--- src/rtl/bc_spi_tx.sv ---
// bc_spi_tx: pops breadcrumb words over valid/ready and sends each as one SPI mode-0 frame, MSB first.
// Define BC_SPI_PARITY_EN to append an odd-parity bit (~^word) after the data LSB.
module bc_spi_tx #(
  parameter int DATA_W     = 16,
  parameter int CLK_DIV    = 4,
  parameter int GAP_CYCLES = 2
) (
  input  logic              clk,
  input  logic              rst,
  input  logic [DATA_W-1:0] word_in,
  input  logic              word_valid,
  output logic              word_ready,
  output logic              sck_out,
  output logic              mosi,
  output logic              cs_n,
  output logic              busy,
  output logic              done
);

`ifdef BC_SPI_PARITY_EN
  localparam int PAR_BITS = 1;
`else
  localparam int PAR_BITS = 0;
`endif

  localparam int NBITS  = DATA_W + PAR_BITS;
  localparam int REST_W = NBITS - 1;
  localparam int BIT_W  = $clog2(NBITS + 1);
  localparam int DIV_W  = (CLK_DIV > 1) ? $clog2(CLK_DIV) : 1;
  localparam int GAP_W  = (GAP_CYCLES > 1) ? $clog2(GAP_CYCLES) : 1;
  localparam bit NO_GAP = (GAP_CYCLES == 0);

  localparam logic [DIV_W-1:0] DIV_LAST = DIV_W'(CLK_DIV - 1);
  localparam logic [BIT_W-1:0] BIT_LAST = BIT_W'(NBITS);
  localparam logic [GAP_W-1:0] GAP_LAST = GAP_W'((GAP_CYCLES > 0) ? (GAP_CYCLES - 1) : 0);

  localparam logic [1:0] S_IDLE  = 2'd0;
  localparam logic [1:0] S_SHIFT = 2'd1;
  localparam logic [1:0] S_GAP   = 2'd2;

  // Bits that follow the MSB on the wire; the MSB itself goes straight to mosi on accept.
  function automatic logic [REST_W-1:0] tail_bits(input logic [DATA_W-1:0] w);
`ifdef BC_SPI_PARITY_EN
    return {w[DATA_W-2:0], ~^w};
`else
    return w[DATA_W-2:0];
`endif
  endfunction

  logic [1:0]        state_q, state_d;
  logic              ready_q, ready_d;
  logic              sck_q, sck_d;
  logic              mosi_q, mosi_d;
  logic              cs_n_q, cs_n_d;
  logic              busy_q, busy_d;
  logic              done_q, done_d;
  logic [DIV_W-1:0]  div_q, div_d;
  logic [BIT_W-1:0]  bit_q, bit_d;
  logic [GAP_W-1:0]  gap_q, gap_d;
  logic [REST_W-1:0] shift_q, shift_d;

  // Next-state logic: handshake, sck divider, bit sequencing and inter-frame gap.
  always_comb begin
    state_d = state_q;
    ready_d = ready_q;
    sck_d   = sck_q;
    mosi_d  = mosi_q;
    cs_n_d  = cs_n_q;
    busy_d  = busy_q;
    done_d  = 1'b0;
    div_d   = div_q;
    bit_d   = bit_q;
    gap_d   = gap_q;
    shift_d = shift_q;

    case (state_q)
      S_IDLE: begin
        if (word_valid && ready_q) begin
          state_d = S_SHIFT;
          ready_d = 1'b0;
          cs_n_d  = 1'b0;
          busy_d  = 1'b1;
          sck_d   = 1'b0;
          mosi_d  = word_in[DATA_W-1];
          shift_d = tail_bits(word_in);
          div_d   = '0;
          bit_d   = '0;
        end else begin
          ready_d = 1'b1;
        end
      end

      S_SHIFT: begin
        if (div_q == DIV_LAST) begin
          div_d = '0;
          if (!sck_q) begin
            sck_d = 1'b1;
            bit_d = bit_q + BIT_W'(1);
          end else begin
            sck_d = 1'b0;
            // The fall after the final rise closes the frame.
            if (bit_q == BIT_LAST) begin
              cs_n_d = 1'b1;
              mosi_d = 1'b0;
              done_d = 1'b1;
              gap_d  = '0;
              if (NO_GAP) begin
                state_d = S_IDLE;
                ready_d = 1'b1;
                busy_d  = 1'b0;
              end else begin
                state_d = S_GAP;
              end
            end else begin
              mosi_d  = shift_q[REST_W-1];
              shift_d = shift_q << 1'b1;
            end
          end
        end else begin
          div_d = div_q + DIV_W'(1);
        end
      end

      S_GAP: begin
        if (gap_q == GAP_LAST) begin
          state_d = S_IDLE;
          ready_d = 1'b1;
          busy_d  = 1'b0;
        end else begin
          gap_d = gap_q + GAP_W'(1);
        end
      end

      default: begin
        state_d = S_IDLE;
        ready_d = 1'b0;
        sck_d   = 1'b0;
        mosi_d  = 1'b0;
        cs_n_d  = 1'b1;
        busy_d  = 1'b0;
        div_d   = '0;
        bit_d   = '0;
        gap_d   = '0;
        shift_d = '0;
      end
    endcase
  end

  // State and output registers; reset aborts any frame in progress immediately.
  always_ff @(posedge clk or posedge rst) begin
    if (rst) begin
      state_q <= S_IDLE;
      ready_q <= 1'b0;
      sck_q   <= 1'b0;
      mosi_q  <= 1'b0;
      cs_n_q  <= 1'b1;
      busy_q  <= 1'b0;
      done_q  <= 1'b0;
      div_q   <= '0;
      bit_q   <= '0;
      gap_q   <= '0;
      shift_q <= '0;
    end else begin
      state_q <= state_d;
      ready_q <= ready_d;
      sck_q   <= sck_d;
      mosi_q  <= mosi_d;
      cs_n_q  <= cs_n_d;
      busy_q  <= busy_d;
      done_q  <= done_d;
      div_q   <= div_d;
      bit_q   <= bit_d;
      gap_q   <= gap_d;
      shift_q <= shift_d;
    end
  end

  assign word_ready = ready_q;
  assign sck_out    = sck_q;
  assign mosi       = mosi_q;
  assign cs_n       = cs_n_q;
  assign busy       = busy_q;
  assign done       = done_q;

endmodule
--- config.mk ---
export PLATFORM = sky130hd
export DESIGN_NAME = bc_spi_tx
export DESIGN_NICKNAME = d
export VERILOG_FILES = /design/src/rtl/bc_spi_tx.sv
export SDC_FILE = /design/constraint.sdc
export NUM_CORES = 1
export LEC_CHECK = 0
export CORE_UTILIZATION = 57
export DETAILED_ROUTE_END_ITERATION = 6
export PLACE_DENSITY = 0.83
export SETUP_SLACK_MARGIN = 0.02
export SYNTH_ARGS = -nofsm -noshare
export SYNTH_HDL_FRONTEND = slang
export SYNTH_SLANG_ARGS = --single-unit
--- constraint.sdc ---
create_clock -name clk -period 3.6 [get_ports clk]
set_input_delay 0.54 -clock clk [delete_from_list [all_inputs] [get_ports clk]]
set_output_delay 0.54 -clock clk [all_outputs]
set_load 0.02 [all_outputs]
=== Yosys cells after proc, flatten, opt, wreduce, memory -nomap -nowiden ===
Cells that the tools add are included.

* Register bits after elaboration: 31
* Input port bits: 19
* Output and inout bits: 6
* Logic and storage cells: 86

* Add/subtract/negate cells: 3
* Equal/unequal tests: 11
* Multiplexer cells: 46
* Bitwise operators: 3
* Reductions and logical operators: 12

{| class="wikitable"
|+ Operator list
! operator !! count
|-
| 15-bit 2-to-1 mux || 4
|-
| 15-bit case mux with 3 select lines || 1
|-
| 1-bit 2-to-1 mux || 22
|-
| 1-bit case mux with 3 select lines || 6
|-
| 5-bit 2-to-1 mux || 3
|-
| 5-bit case mux with 3 select lines || 1
|-
| 5-bit AND reduction || 3
|-
| 2-bit 2-to-1 mux || 7
|-
| 2-bit inequality test (second input constant) || 7
|-
| 2-bit case mux with 3 select lines || 2
|-
| 4-bit AND reduction || 3
|-
| 3-bit AND reduction || 2
|-
| 5-bit by 1-bit adder with 5-bit output (second input constant) || 1
|-
| 5-bit equality test (second input constant) || 1
|-
| 2-bit equality test (second input constant) || 2
|-
| 2-bit AND reduction || 2
|-
| 1-bit inverter || 3
|-
| 2-bit by 1-bit adder with 2-bit output (second input constant) || 1
|-
| 2-bit by 1-bit equality test with 1-bit output (second input constant) || 1
|-
| 2-bit zero test || 1
|-
| 1-bit adder (second input constant) || 1
|-
| 1-bit logical AND || 1
|}

=== Logic depth before layout (Yosys ltp) ===
* Depth in word-level cells: 5
* Mapped depth: 7
* Gate-level depth less buffers: 6

=== Least setup slack after synthesis ===
No wires, ideal clock.

* Path kind: reg-to-reg
* From: reg bit_q[0]
* To: reg shift_q[10]
* Setup time: 0.125 ns
* Arrival time: 1.532 ns
* Required time: 3.475 ns
* Path slack: 1.943 ns
* Stages on the path, launching flop included: 7
* Path buffers: 1
* Period minus slack after synthesis: 1.657 ns
* Cells stage by stage: dfrtp_1 -> inv_1 -> ha_1 -> and4bb_2 -> a21oi_4 -> buf_6 -> mux2_4

* Cells in the longest elaborated chain, start to end: 3

{| class="wikitable"
|+ RTL lines
! item !! RTL line !! source
|-
| start: declaration || 58 || <nowiki>logic [BIT_W-1:0] bit_q, bit_d;</nowiki>
|-
| start signal: assignment || 172 || <nowiki>bit_q <= bit_d;</nowiki>
|-
| 5-bit equality test || 102 || <nowiki>if (bit_q == BIT_LAST) begin</nowiki>
|-
| 2-bit inequality test (no source line) || n/a ||
|-
| 5-bit AND reduction (no source line) || n/a ||
|-
| end signal: assignment || 174 || <nowiki>shift_q <= shift_d;</nowiki>
|-
| end: declaration || 60 || <nowiki>logic [REST_W-1:0] shift_q, shift_d;</nowiki>
|}

Every way passes these cells.
A chain may end at the register's enable or synchronous reset.

=== Worst setup path in the final report ===
* From: reg state_q[1]
* To: reg shift_q[1]

* Cells in the longest elaborated chain, start to end: 3
* Elaborated cells between the ends (all ways): 10
* Those cells by class: eq/ne: 6; mux: 1; bitwise: 1; reduce/logical: 2

{| class="wikitable"
|+ RTL lines
! item !! RTL line !! source
|-
| start: declaration || 50 || <nowiki>logic [1:0] state_q, state_d;</nowiki>
|-
| start signal: assignment || 164 || <nowiki>state_q <= state_d;</nowiki>
|-
| 2-bit by 1-bit equality test with 1-bit output (tied with other cells) || 76 || <nowiki>case (state_q)</nowiki>
|-
| 2-bit inequality test (no source line) or 1-bit inverter (tied branches) || n/a ||
|-
| 5-bit AND reduction (no source line) || n/a ||
|}

Parallel ways exist; a longest one is shown, timed or not.

==> results.toml <==
[outcome]
outcome = "completed"

[critical_path]
start_kind = "register"
r2r-end = "shift_q[1]$_DFFE_PP0P_"
rr_worst_depth = 4
path_cells = "nand2b_1, o22ai_2, a21oi_4, mux2_2"
crit_path_max_fanout = 28
r2r-start = "state_q[1]$_DFFE_PP0P_"
arrival_ns = 2.66
path_delay_family = "flip-flops"
path_buf_inv = 0
path_class = "register to register"
critPathRequiredTime_ns = 3.82
crit_path_top_delay_cell = "dfrtp_1"
r2r_slack_ns = 1.17
crit_path_end_kind = "register"
slowest_delay_ns = 0.87

[layout]
nets = 201
syn_to_final_growth_pct = 18.2
diodes = 0
nFillCells = 196
multi_input_area_sq_um = 816
mostFrequentLayoutCell = "dfrtp_1"
ff_latch_area_sq_um = 777
design_area_sq_um = 1970
drive_above_1_share_pct = 16.7
layout_common_cells = "dfrtp_1 (30), nor2_1 (24), clkdlybuf4s50_1 (24)"

[run]
max_cap_violations = 0

[placement]
portBuffers = 24
pre_cts_ws_ns = 1.13
dpl.hpwl_mm = 2.27
gp_congestion = 0.818
place_area_sq_um = 1910

[clock_tree]
clk_path_buf_depth = 2
clk_transition_reported_paths_ns = 0.10
clk_latency_ns = 0.34
cts_hold_buf = 0
cts.sinks = 31
numCtsBuffers = 5
post_cts_resized = 0
cts_tree = "yes"
ctsHtreeMaxLevel = 2
cts-root-buf = "clkbuf_4"
postCtsSetupBuffers = 0

[timing]
finalCritPeriodShare_pct = 67.6
slew_violations = 0
max_freq_ghz = 0.411
setup_violations = 0
tns_ns = 0
setup_slack_ns = 1.17
worst_slew_pin_slew_ns = 1.13
fin_crit_ns = 2.43
slew_headroom_pct = 24.9
finalHoldViolations = 0
clock_skew_ns = 0.0166
grt_setup_unrepaired = "no"

[logic_synthesis]
ys.flop_type = "dfrtp_1"
ys_warn_count = 0
async_flop_share_pct = 100
synth_nets = 177
ys_seq_area_share_pct = 46.5
syn_avg_cell_area_sq_um = 10.8
synth_area_sq_um = 1670
netlist_instances = 155
post_synth_num_cell_types = 35
synth_edf_count = 0
ys_ff_latch = 31

[worst_hold_path]
holdPathStages = 1
min_from = "bit_q[4]$_DFFE_PP0P_"
min_to = "bit_q[4]$_DFFE_PP0P_"
hold_path.class = "register to register"

[global_routing]
grt_pass1_vias = 1286
grt_max_degree = 32
antenna_found_initial = 0
gr-total-overflow = 0
grt_usage_pct = 22.8
grt_first_pass_wirelength_mm = 5.47

[routing]
drcViolationCount = 0
drt_iter0_markers = 36
wl_per_cell_microns = 14.9
via_per_inst = 5.75
firstDrtPassIters = 4
ant_nets = 0
wl_mm = 3.14
vias = 1214

[pwr]
ir_worst_vdd_uv = 546
power_density_nw_per_um2 = 810
p_leak_uw = 0.000981

[floorplan]
start_util_pct = 60.6
die_area_sq_um = 3150
rows = 19
die_width_microns = 56.1
num_io_pins = 25
core-area_sq_um = 2760
die_h_microns = 56.1
## per-stage QoR
stage | power [uW] | utilization, % | hold WS, ns | cells
after global placement | 1330 | 69.1 | 0.462 | 203
after global routing | 1720 | 71.6 | 0.505 | 211
after floorplan | 1200 | - | 0.439 | 155
final | 1600 | 71.6 | 0.490 | 211
after detailed placement | 1380 | 69.1 | 0.471 | 203
after CTS | 1610 | 71.6 | 0.489 | 211
## registers in the layout, indices dropped and copies added (netlist names)
register / cells
bit_q: 5
busy: 1
cs_n: 1
div_q: 2
done: 1
gap_q: 1
mosi: 1
sck_out: 1
shift_q: 15
state_q: 2
word_ready: 1
## Yosys cell counts, drive strengths merged (3+ instances only)
library cell,count,area share [%]
clkbuf,3,0.67
and2,3,1.1
ha,3,2.2
nor2,24,5.4
nand2,9,2.0
mux2,16,13
buf,5,2.4
inv,7,1.6
mux2i,14,8.4
dfrtp,30,45
o31ai,3,1.3
o21ai,10,3.0
a21oi,6,2.5
o22ai,4,1.9
## report_power, final
| group | switching, uW | leakage [uW] | internal (uW) | total [uW] |
|---|---|---|---|---|
| Combinational | 346 | 0.000558 | 407 | 754 |
| Clock | 116 | 0.0000386 | 115 | 231 |
| Sequential | 121 | 0.000384 | 494 | 615 |
## worst max-delay path by stage
stage	startpoint	end	slack, ns	depth (start not counted)
3_3_place_gp	word_valid	shift_q[13]$_DFFE_PP0P_	1.19	5
5_1_grt	state_q[1]$_DFFE_PP0P_	shift_q[1]$_DFFE_PP0P_	0.98	4
2_1_floorplan	bit_q[0]$_DFFE_PP0P_	shift_q[10]$_DFFE_PP0P_	1.94	6
6_report	state_q[1]$_DFFE_PP0P_	shift_q[1]$_DFFE_PP0P_	1.17	4
4_1_cts	state_q[1]$_DFFE_PP0P_	shift_q[1]$_DFFE_PP0P_	1.17	4
3_5_place_dp	word_valid	shift_q[13]$_DFFE_PP0P_	1.13	5
## metal layers
layer	GRT usage [%]	vias to the layer above	wire [microns]
li1	-	587	-
met1	25.9	591	1360
met2	40.0	30	1570
met3	7.91	6	156
met4	7.32	0	48
met5	0	-	0
## cell families (layout without fill, tap and decap cells)
| family | count (synthesis) | after routing | share of synthesized area, % |
|---|---|---|---|
| flops | 31 | 31 | 46.5 |
| simple gates | 46 | 46 | 13.3 |
| compound gates | 30 | 30 | 11.8 |
| buf+inv | 15 | 40 | 4.64 |
| mux | 30 | 30 | 21.4 |
| fa+ha+maj | 3 | 3 | 2.25 |
## worst register-to-register path: stages (launching register included)
cell and delay [ns]:
dfrtp_1 0.87, nand2b_1 0.38, o22ai_2 0.15, a21oi_4 0.51, mux2_2 0.40
## cell type report
cell class	count	share of cell area (%)
Tap cell	31	1.96
Inverter	7	1.33
Clock buffer	8	3.49
Timing Repair Buffer	25	12.5
Sequential cell	31	39.4
Multi-Input combinational cell	109	41.3
(Power assumes the default switching activity.)
